### src/rtl/parking_request_queue.sv
// Validating request FIFO in front of the parking-lot core FSM; issues one-cycle commands when idle.
// Optional duplicate-request filter enabled by defining REQ_DUP_FILTER_EN.
module parking_request_queue #(
  parameter int unsigned PTR_W = 2
) (
  input  logic             clock,
  input  logic             reset,
  input  logic [15:0]      license_plate,
  input  logic             in_mode,
  input  logic             out_mode,
  input  logic             core_ready,
  input  logic             hold,
  output logic             in_mode_internal,
  output logic             out_mode_internal,
  output logic [15:0]      license_plate_internal,
  output logic [PTR_W:0]   queue_count,
  output logic             overflow,
  output logic             bad_request,
  output logic [7:0]       drop_count
);

  localparam int unsigned DEPTH = 2 ** PTR_W;
  localparam int unsigned ENT_W = 17;
  localparam logic [PTR_W:0] CountFull = (PTR_W + 1)'(DEPTH);
  localparam logic [PTR_W:0] CountOne = (PTR_W + 1)'(1);
  localparam logic [PTR_W-1:0] PtrOne = PTR_W'(1);

  logic [ENT_W-1:0] r_mem [DEPTH];
  logic [PTR_W-1:0] r_wr_ptr;
  logic [PTR_W-1:0] r_rd_ptr;
  logic [PTR_W:0]   r_count;
  logic             r_in_int;
  logic             r_out_int;
  logic [15:0]      r_plate;
  logic             r_overflow;
  logic             r_bad;
  logic [7:0]       r_drop;

  logic             w_any;
  logic             w_both;
  logic             w_digits_ok;
  logic             w_bad;
  logic             w_dup;
  logic             w_valid;
  logic             w_full;
  logic             w_pop;
  logic             w_push;
  logic             w_overflow;
  logic [ENT_W-1:0] w_entry;
  logic [ENT_W-1:0] w_head;

  always_comb begin
    w_digits_ok = 1'b1;
    for (int i = 0; i < 4; i++) begin
      if (license_plate[4*i +: 4] > 4'd9) w_digits_ok = 1'b0;
    end
  end

  assign w_any   = in_mode | out_mode;
  assign w_both  = in_mode & out_mode;
  assign w_bad   = w_any & (w_both | ~w_digits_ok | ~(|license_plate));
  assign w_entry = {in_mode, license_plate};

`ifdef REQ_DUP_FILTER_EN
  logic [PTR_W-1:0] w_off;

  // A slot is occupied when its distance from the read pointer is below the count;
  // this uses pre-edge state, so a head popping on this edge still matches.
  always_comb begin
    w_dup = 1'b0;
    w_off = '0;
    for (int i = 0; i < DEPTH; i++) begin
      w_off = PTR_W'(i) - r_rd_ptr;
      if (({1'b0, w_off} < r_count) && (r_mem[i] == w_entry)) w_dup = 1'b1;
    end
  end
`else
  assign w_dup = 1'b0;
`endif

  assign w_valid    = w_any & ~w_bad & ~w_dup;
  assign w_full     = (r_count == CountFull);
  assign w_pop      = (r_count != '0) & core_ready & ~hold & ~r_in_int & ~r_out_int;
  assign w_push     = w_valid & (~w_full | w_pop);
  assign w_overflow = w_valid & ~w_push;
  assign w_head     = r_mem[r_rd_ptr];

  always_ff @(posedge clock or posedge reset) begin
    if (reset) begin
      r_wr_ptr   <= '0;
      r_rd_ptr   <= '0;
      r_count    <= '0;
      r_in_int   <= 1'b0;
      r_out_int  <= 1'b0;
      r_plate    <= '0;
      r_overflow <= 1'b0;
      r_bad      <= 1'b0;
      r_drop     <= '0;
    end else begin
      if (w_push) r_wr_ptr <= r_wr_ptr + PtrOne;
      if (w_pop)  r_rd_ptr <= r_rd_ptr + PtrOne;
      case ({w_push, w_pop})
        2'b10:   r_count <= r_count + CountOne;
        2'b01:   r_count <= r_count - CountOne;
        default: r_count <= r_count;
      endcase
      r_in_int  <= w_pop & w_head[16];
      r_out_int <= w_pop & ~w_head[16];
      if (w_pop) r_plate <= w_head[15:0];
      r_overflow <= w_overflow;
      r_bad      <= w_bad;
      if ((w_overflow | w_bad) && (r_drop != 8'hFF)) r_drop <= r_drop + 8'd1;
    end
  end

  // Storage needs no reset: occupancy is tracked solely by the pointers and count.
  always_ff @(posedge clock) begin
    if (w_push) r_mem[r_wr_ptr] <= w_entry;
  end

  assign in_mode_internal       = r_in_int;
  assign out_mode_internal      = r_out_int;
  assign license_plate_internal = r_plate;
  assign queue_count            = r_count;
  assign overflow               = r_overflow;
  assign bad_request            = r_bad;
  assign drop_count             = r_drop;

endmodule

### config.mk
export PLATFORM = sky130hd
export DESIGN_NAME = parking_request_queue
export DESIGN_NICKNAME = d
export VERILOG_FILES = /design/src/rtl/parking_request_queue.sv
export SDC_FILE = /design/constraint.sdc
export NUM_CORES = 1
export LEC_CHECK = 0
export ABC_AREA = 1
export CORE_ASPECT_RATIO = 2
export CORE_MARGIN = 2
export CORE_UTILIZATION = 50
export DETAILED_ROUTE_END_ITERATION = 8
export GPL_TIMING_DRIVEN = 0
export PLACE_DENSITY_LB_ADDON = 0.12
export SETUP_SLACK_MARGIN = 0.3
export SYNTH_ARGS = -nofsm -noshare
export SYNTH_HDL_FRONTEND = slang
export SYNTH_SLANG_ARGS = --single-unit
### constraint.sdc
create_clock -name clock -period 3.9 [get_ports clock]
set_clock_uncertainty 0.2 [all_clocks]
set_input_delay 0.39 -clock clock [delete_from_list [all_inputs] [get_ports clock]]
set_output_delay 0.39 -clock clock [all_outputs]
set_load 0.005 [all_outputs]
Word level (Yosys, flattened, before mapping)
Memories as Yosys holds them, arrays and structs flattened.
Index checks and enable logic that the tools add are counted.
W data, S select, Z words.
{"block": "classes", "add_sub_neg": 5, "order_cmp": 4, "eq_ne": 4, "n_mux": 7, "bitwise_logic": 25, "n_reduce_logical": 4}
{"cell": "$gt A4 B4 Y1 const B", "n": 4}
{"cell": "$reduce_or A16 Y1", "n": 1}
{"cell": "$and A1 B1 Y1", "n": 11}
{"cell": "$not A1 Y1", "n": 9}
{"cell": "$add A8 B1 Y8 const B", "n": 1}
{"cell": "$ne A8 B8 Y1 const B", "n": 1}
{"cell": "$mux W1", "n": 6}
{"cell": "$pmux W3 S2", "n": 1}
{"cell": "$or A1 B1 Y1", "n": 5}
{"cell": "$add A2 B1 Y2 const B", "n": 2}
{"cell": "$add A3 B1 Y3 const B", "n": 1}
{"cell": "$eq A3 B3 Y1 const B", "n": 1}
{"cell": "$reduce_bool A3 Y1", "n": 1}
{"cell": "$sub A3 B1 Y3 const B", "n": 1}
{"cell": "$eq A2 B1 Y1 const B", "n": 1}
{"cell": "$eq A2 B2 Y1 const B", "n": 1}
{"cell": "$reduce_bool A2 Y1", "n": 1}
{"cell": "$logic_and A1 B1 Y1", "n": 1}
{"block": "totals", "regBits": 35, "ram_bits": 68, "inputBits": 22, "out_inout_bits": 31, "memories": 1}
{"memory": "r_mem", "depth": 4, "word_bits": 17, "read_ports": 1, "rd_clocked_by_memory_dff": 0, "wr": 1, "line": "28", "rtl": "logic [ENT_W-1:0] r_mem [DEPTH];"}

Logic depth before layout (Yosys ltp)
{"block": "logic_depth", "depth_word": 16, "depth_mapped": 14}

Worst setup path after synthesis
OpenSTA, ideal clock, no wires.
{"block": "synth_timing", "kind": "input-to-reg", "start": "in license_plate[1]", "end": "mem r_mem[0][0], enable pin", "setup_ns": 0.391, "arrival_time_ns": 1.831, "path_slack_ns": 1.479, "stages": 9, "path_cell_list": "inv_1 > nand2_1 > nand2_1 > nand3_1 > nor2_1 > nand3_1 > nor2_2 > inv_1 > nor2_1"}
{"block": "synth_via", "elab_chain_len": 14}
{"element": "from (decl)", "line": "8", "rtl": "input logic [15:0] license_plate,"}
{"element": "$gt A4 B4 Y1", "line": "55", "rtl": "if (license_plate[4*i +: 4] > 4'd9) w_digits_ok = 1'b0;"}
{"element": "$mux W1 (4 in series)", "line": "55"}
{"element": "$not A1 Y1", "line": "61", "rtl": "assign w_bad = w_any & (w_both | ~w_digits_ok | ~(|license_plate));"}
{"element": "$or A1 B1 Y1", "line": "61"}
{"element": "$or A1 B1 Y1 (*)", "line": "61"}
{"element": "$and A1 B1 Y1 (*)", "line": "61"}
{"element": "$not A1 Y1 (*)", "line": "81", "rtl": "assign w_valid = w_any & ~w_bad & ~w_dup;"}
{"element": "$and A1 B1 Y1 (*)", "line": "81"}
{"element": "$and A1 B1 Y1 (*)", "line": "84", "rtl": "assign w_push = w_valid & (~w_full | w_pop);"}
{"element": "$mux W1 (*)", "line": "118", "rtl": "if (w_push) r_mem[r_wr_ptr] <= w_entry;"}
{"element": "$mux W1 (implied by the code) (*)", "line": "118"}
{"element": "to (decl)", "line": "28"}
Mark *: on every way between the ends. The rest lies on a longest branch, timed or not.

Final worst setup path
{"block": "layout_timing", "start": "in license_plate[2]", "end": "mem r_mem[1][13], enable pin"}
The elaborated chain is that of the path after synthesis.

==> flow_metrics.py <==
metrics = {
    "timing": {
        "finalSetupTns_ps": 0,
        "worst_slack_ps": 983,
        "worst_slew_pin_slew_ps": 1000,
        "clock.fmax_ghz": 0.343,
        "period_share": 0.748,
        "hold_violations": 0,
        "finalSetupViolations": 0,
        "drv_slew": 0,
        "period_minus_slack_ps": 2920,
        "relSlewSlack": 0.330,
        "rsz0062_at_grt": "no",
    },
    "cts": {
        "tritoncts": "built",
        "clock_sinks": 103,
        "post_cts_buffers": 0,
        "cts_buffers": 9,
        "clockBufferDepth": 2,
        "cts_resized": 0,
        "hold_buffers": 0,
        "clk_pin_slew_ps": 70,
        "clock_latency_ps": 340,
        "cts_root_buffer": "clkbuf_16",
        "htree_levels": 3,
    },
    "floorplan": {
        "io_pins": 53,
        "core_mm2": 0.00853,
        "rows": 48,
        "die_area_mm2": 0.00946,
        "chipHeight_um": 136,
        "die_w_um": 69.8,
        "start_util": 0.508,
    },
    "logic_synthesis": {
        "yosysTopAreaCell": "edfxtp_1",
        "yosys.cell_types.count": 28,
        "synthTopCellsByCount": "nand2_1, edfxtp_1, nor2_1, dfrtp_1, o21ai_0",
        "synth_nets": 424,
        "synth_ff_type": "edfxtp_1",
        "synth_async_sr_flop_share": 0.340,
        "yosys_warnings": 0,
        "synth_cells": 396,
        "ys_ff_latch": 103,
        "netlist_area_mm2": 0.00433,
        "ys_top_cells_by_area": "edfxtp_1, dfrtp_1, nand2_1, nor2_1, o21ai_0",
        "syn_area_per_cell_um2": 10.9,
        "synth_edf_count": 68,
        "yosysMostFrequentCell": "nand2_1",
        "seq_area_frac_synth": 0.674,
        "synth_top_area_share": 0.472,
    },
    "worst_setup_path": {
        "crit_fanout": 17,
        "crit_arrival_ps": 2680,
        "path_class": "in2reg",
        "critPathBufInv": 3,
        "cp_slowest_stage_delay_ps": 780,
        "cp_cell_sequence": "clkdlybuf4s50_1 > inv_1 > nand2_1 > nand2_1 > nand3_1 > nor2_1 > nand3_1 > nor2_2 > inv_1 > nor2_2",
        "rr_endpoint": "r_mem[1][13]",
        "crit_required_ps": 3660,
        "cp-end-kind": "register",
        "r2r_cells": 7,
        "path_delay_family": "simple AND/OR/NAND/NOR gates",
        "critPathLaunchType": "input pin",
        "r2r-start": "in_mode_internal",
        "rrSetupSlack_ps": 1300,
        "critPathSlowestCell": "nor2_2",
    },
    "drt": {
        "post_drt_wl_per_cell_um": 17.4,
        "top_layer": "met4",
        "ant_nets": 0,
        "wirelength_met1_um": 3540,
        "drtIter0Drc": 264,
        "routed_wl_um": 9840,
        "dr_wl_met3_um": 389,
        "wl_met2_um": 5570,
        "drcViolationCount": 0,
        "via_count": 2993,
        "firstDrtPassIters": 4,
        "routed_via_density": 5.28,
    },
    "global_route": {
        "grt_overflow": 0,
        "grt_max_degree": 36,
        "grt_pass1_wl_um": 15300,
        "antenna_found_initial": 0,
        "grt_pass1_vias": 3090,
        "grt.total_usage": 0.222,
    },
    "final_layout": {
        "diodes": 0,
        "finalNonFillerCells": 567,
        "final-seq-area_mm2": 0.00292,
        "final_net_count": 490,
        "area_growth_pct": 22.9,
        "multiInputGateArea_mm2": 0.00124,
        "layout-drive-gt1-share": 0.0964,
        "postLayoutCellArea_mm2": 0.00532,
        "n_fill_cell": 684,
    },
    "min_path": {
        "min_from": "license_plate_internal[3]",
        "whs_endpoint": "license_plate_internal[3]",
        "min-delay-path-class": "reg2reg",
        "hold_depth": 2,
    },
    "placement": {
        "dp.cells": 551,
        "dpl_worst_slack_ps": 651,
        "dp_hpwl_um": 6950,
        "placed_cell_area_mm2": 0.00503,
        "port_buffers": 52,
        "gp_congestion": 0.841,
    },
    "flow_run": {
        "max-cap-violations": 0,
    },
    "status": {
        "status": "completed",
    },
    "power": {
        "power_density_mw_per_mm2": 669,
        "vdd_ir_drop_max_v": 0.000368,
        "cellLeakagePower_uw": 0.00212,
    },
}
state kept, by name, summed over array words and instances (netlist names):
signal	cells
in_mode_internal	1
bad_request	1
out_mode_internal	1
queue_count	3
overflow	1
drop_count	8
license_plate_internal	16
r_rd_ptr	2
r_wr_ptr	2
r_mem	68
logic make-up (layout without fill, tap and decap cells):
| group | count (synthesis) | after routing | synth area share |
|---|---|---|---|
| simple gates | 175 | 175 | 0.167 |
| flops | 103 | 103 | 0.674 |
| compound gates | 57 | 57 | 0.0757 |
| buf+inv | 45 | 116 | 0.0419 |
| xor+xnor | 10 | 10 | 0.0220 |
| fa+ha+maj | 6 | 6 | 0.0191 |
worst max path at each step:
stage	to	startpoint	cells after the start
2_1_floorplan	r_mem[0][0]	license_plate[1]	9
3_3_place_gp	r_mem[3][6]	license_plate[2]	10
5_1_grt	r_mem[1][13]	license_plate[6]	10
6_report	r_mem[1][13]	license_plate[2]	10
4_1_cts	r_mem[1][13]	license_plate[9]	8
3_5_place_dp	r_mem[1][13]	license_plate[9]	8
worst register-to-register path, delay by kind of cell, from the launching register on:
| kind | cells | cell delay, ps |
|---|---|---|
| AND/OR/NAND/NOR | 6 | 1480 |
| flip-flops | 1 | 370 |
| buffers and inverters | 1 | 150 |
where the power goes:
part | switching, uW | internal [uW]
sequential | 138 | 1350
combinational | 674 | 525
clock | 363 | 514
total | 1170 | 2390
stage by stage:
step	util	hold slack, ps	power [uW]
global route	0.624	312	3770
finish	0.624	281	3560
detailed placement	0.590	265	2720
global placement	0.583	261	2670
floorplan	-	272	2140
CTS	0.624	283	3600
layout by cell type (no fill, tap or decap), types with 2 or more instances in the layout:
master           netlist  routed
a21oi_1                2       2
buf_2                  7       7
buf_8                  0       3
clkbuf_1               5       8
clkbuf_16              0       9
clkdlybuf4s50_1        0      52
dfrtp_1               35      35
edfxtp_1              68      68
ha_1                   5       5
inv_1                 30      29
inv_2                  2       3
nand2_1               86      86
nand3_1               17      17
nor2_1                59      55
nor2_2                 7      11
o21ai_0               35      35
o21ai_2                2       2
o22ai_1               16      16
xnor2_1                3       3
xor2_1                 6       6
final cells by class:
class                      instances  share of cell area
clock inverter                     3             0.00799
timing repair buffer              55               0.106
inverter                          32              0.0226
tap                              100              0.0235
sequential                       103               0.548
buffer                            13              0.0115
clock buffer                      13              0.0470
multi-input combinational        248               0.233
layer usage:
| metal | GRT usage | vias up |
|---|---|---|
| met1 | 0.221 | 1451 |
| met4 | 0.145 | 0 |
| met5 | 0 | - |
| met2 | 0.404 | 70 |
| li1 | - | 1456 |
| met3 | 0.0499 | 16 |
Note: power is estimated with default switching activity, not from simulation.
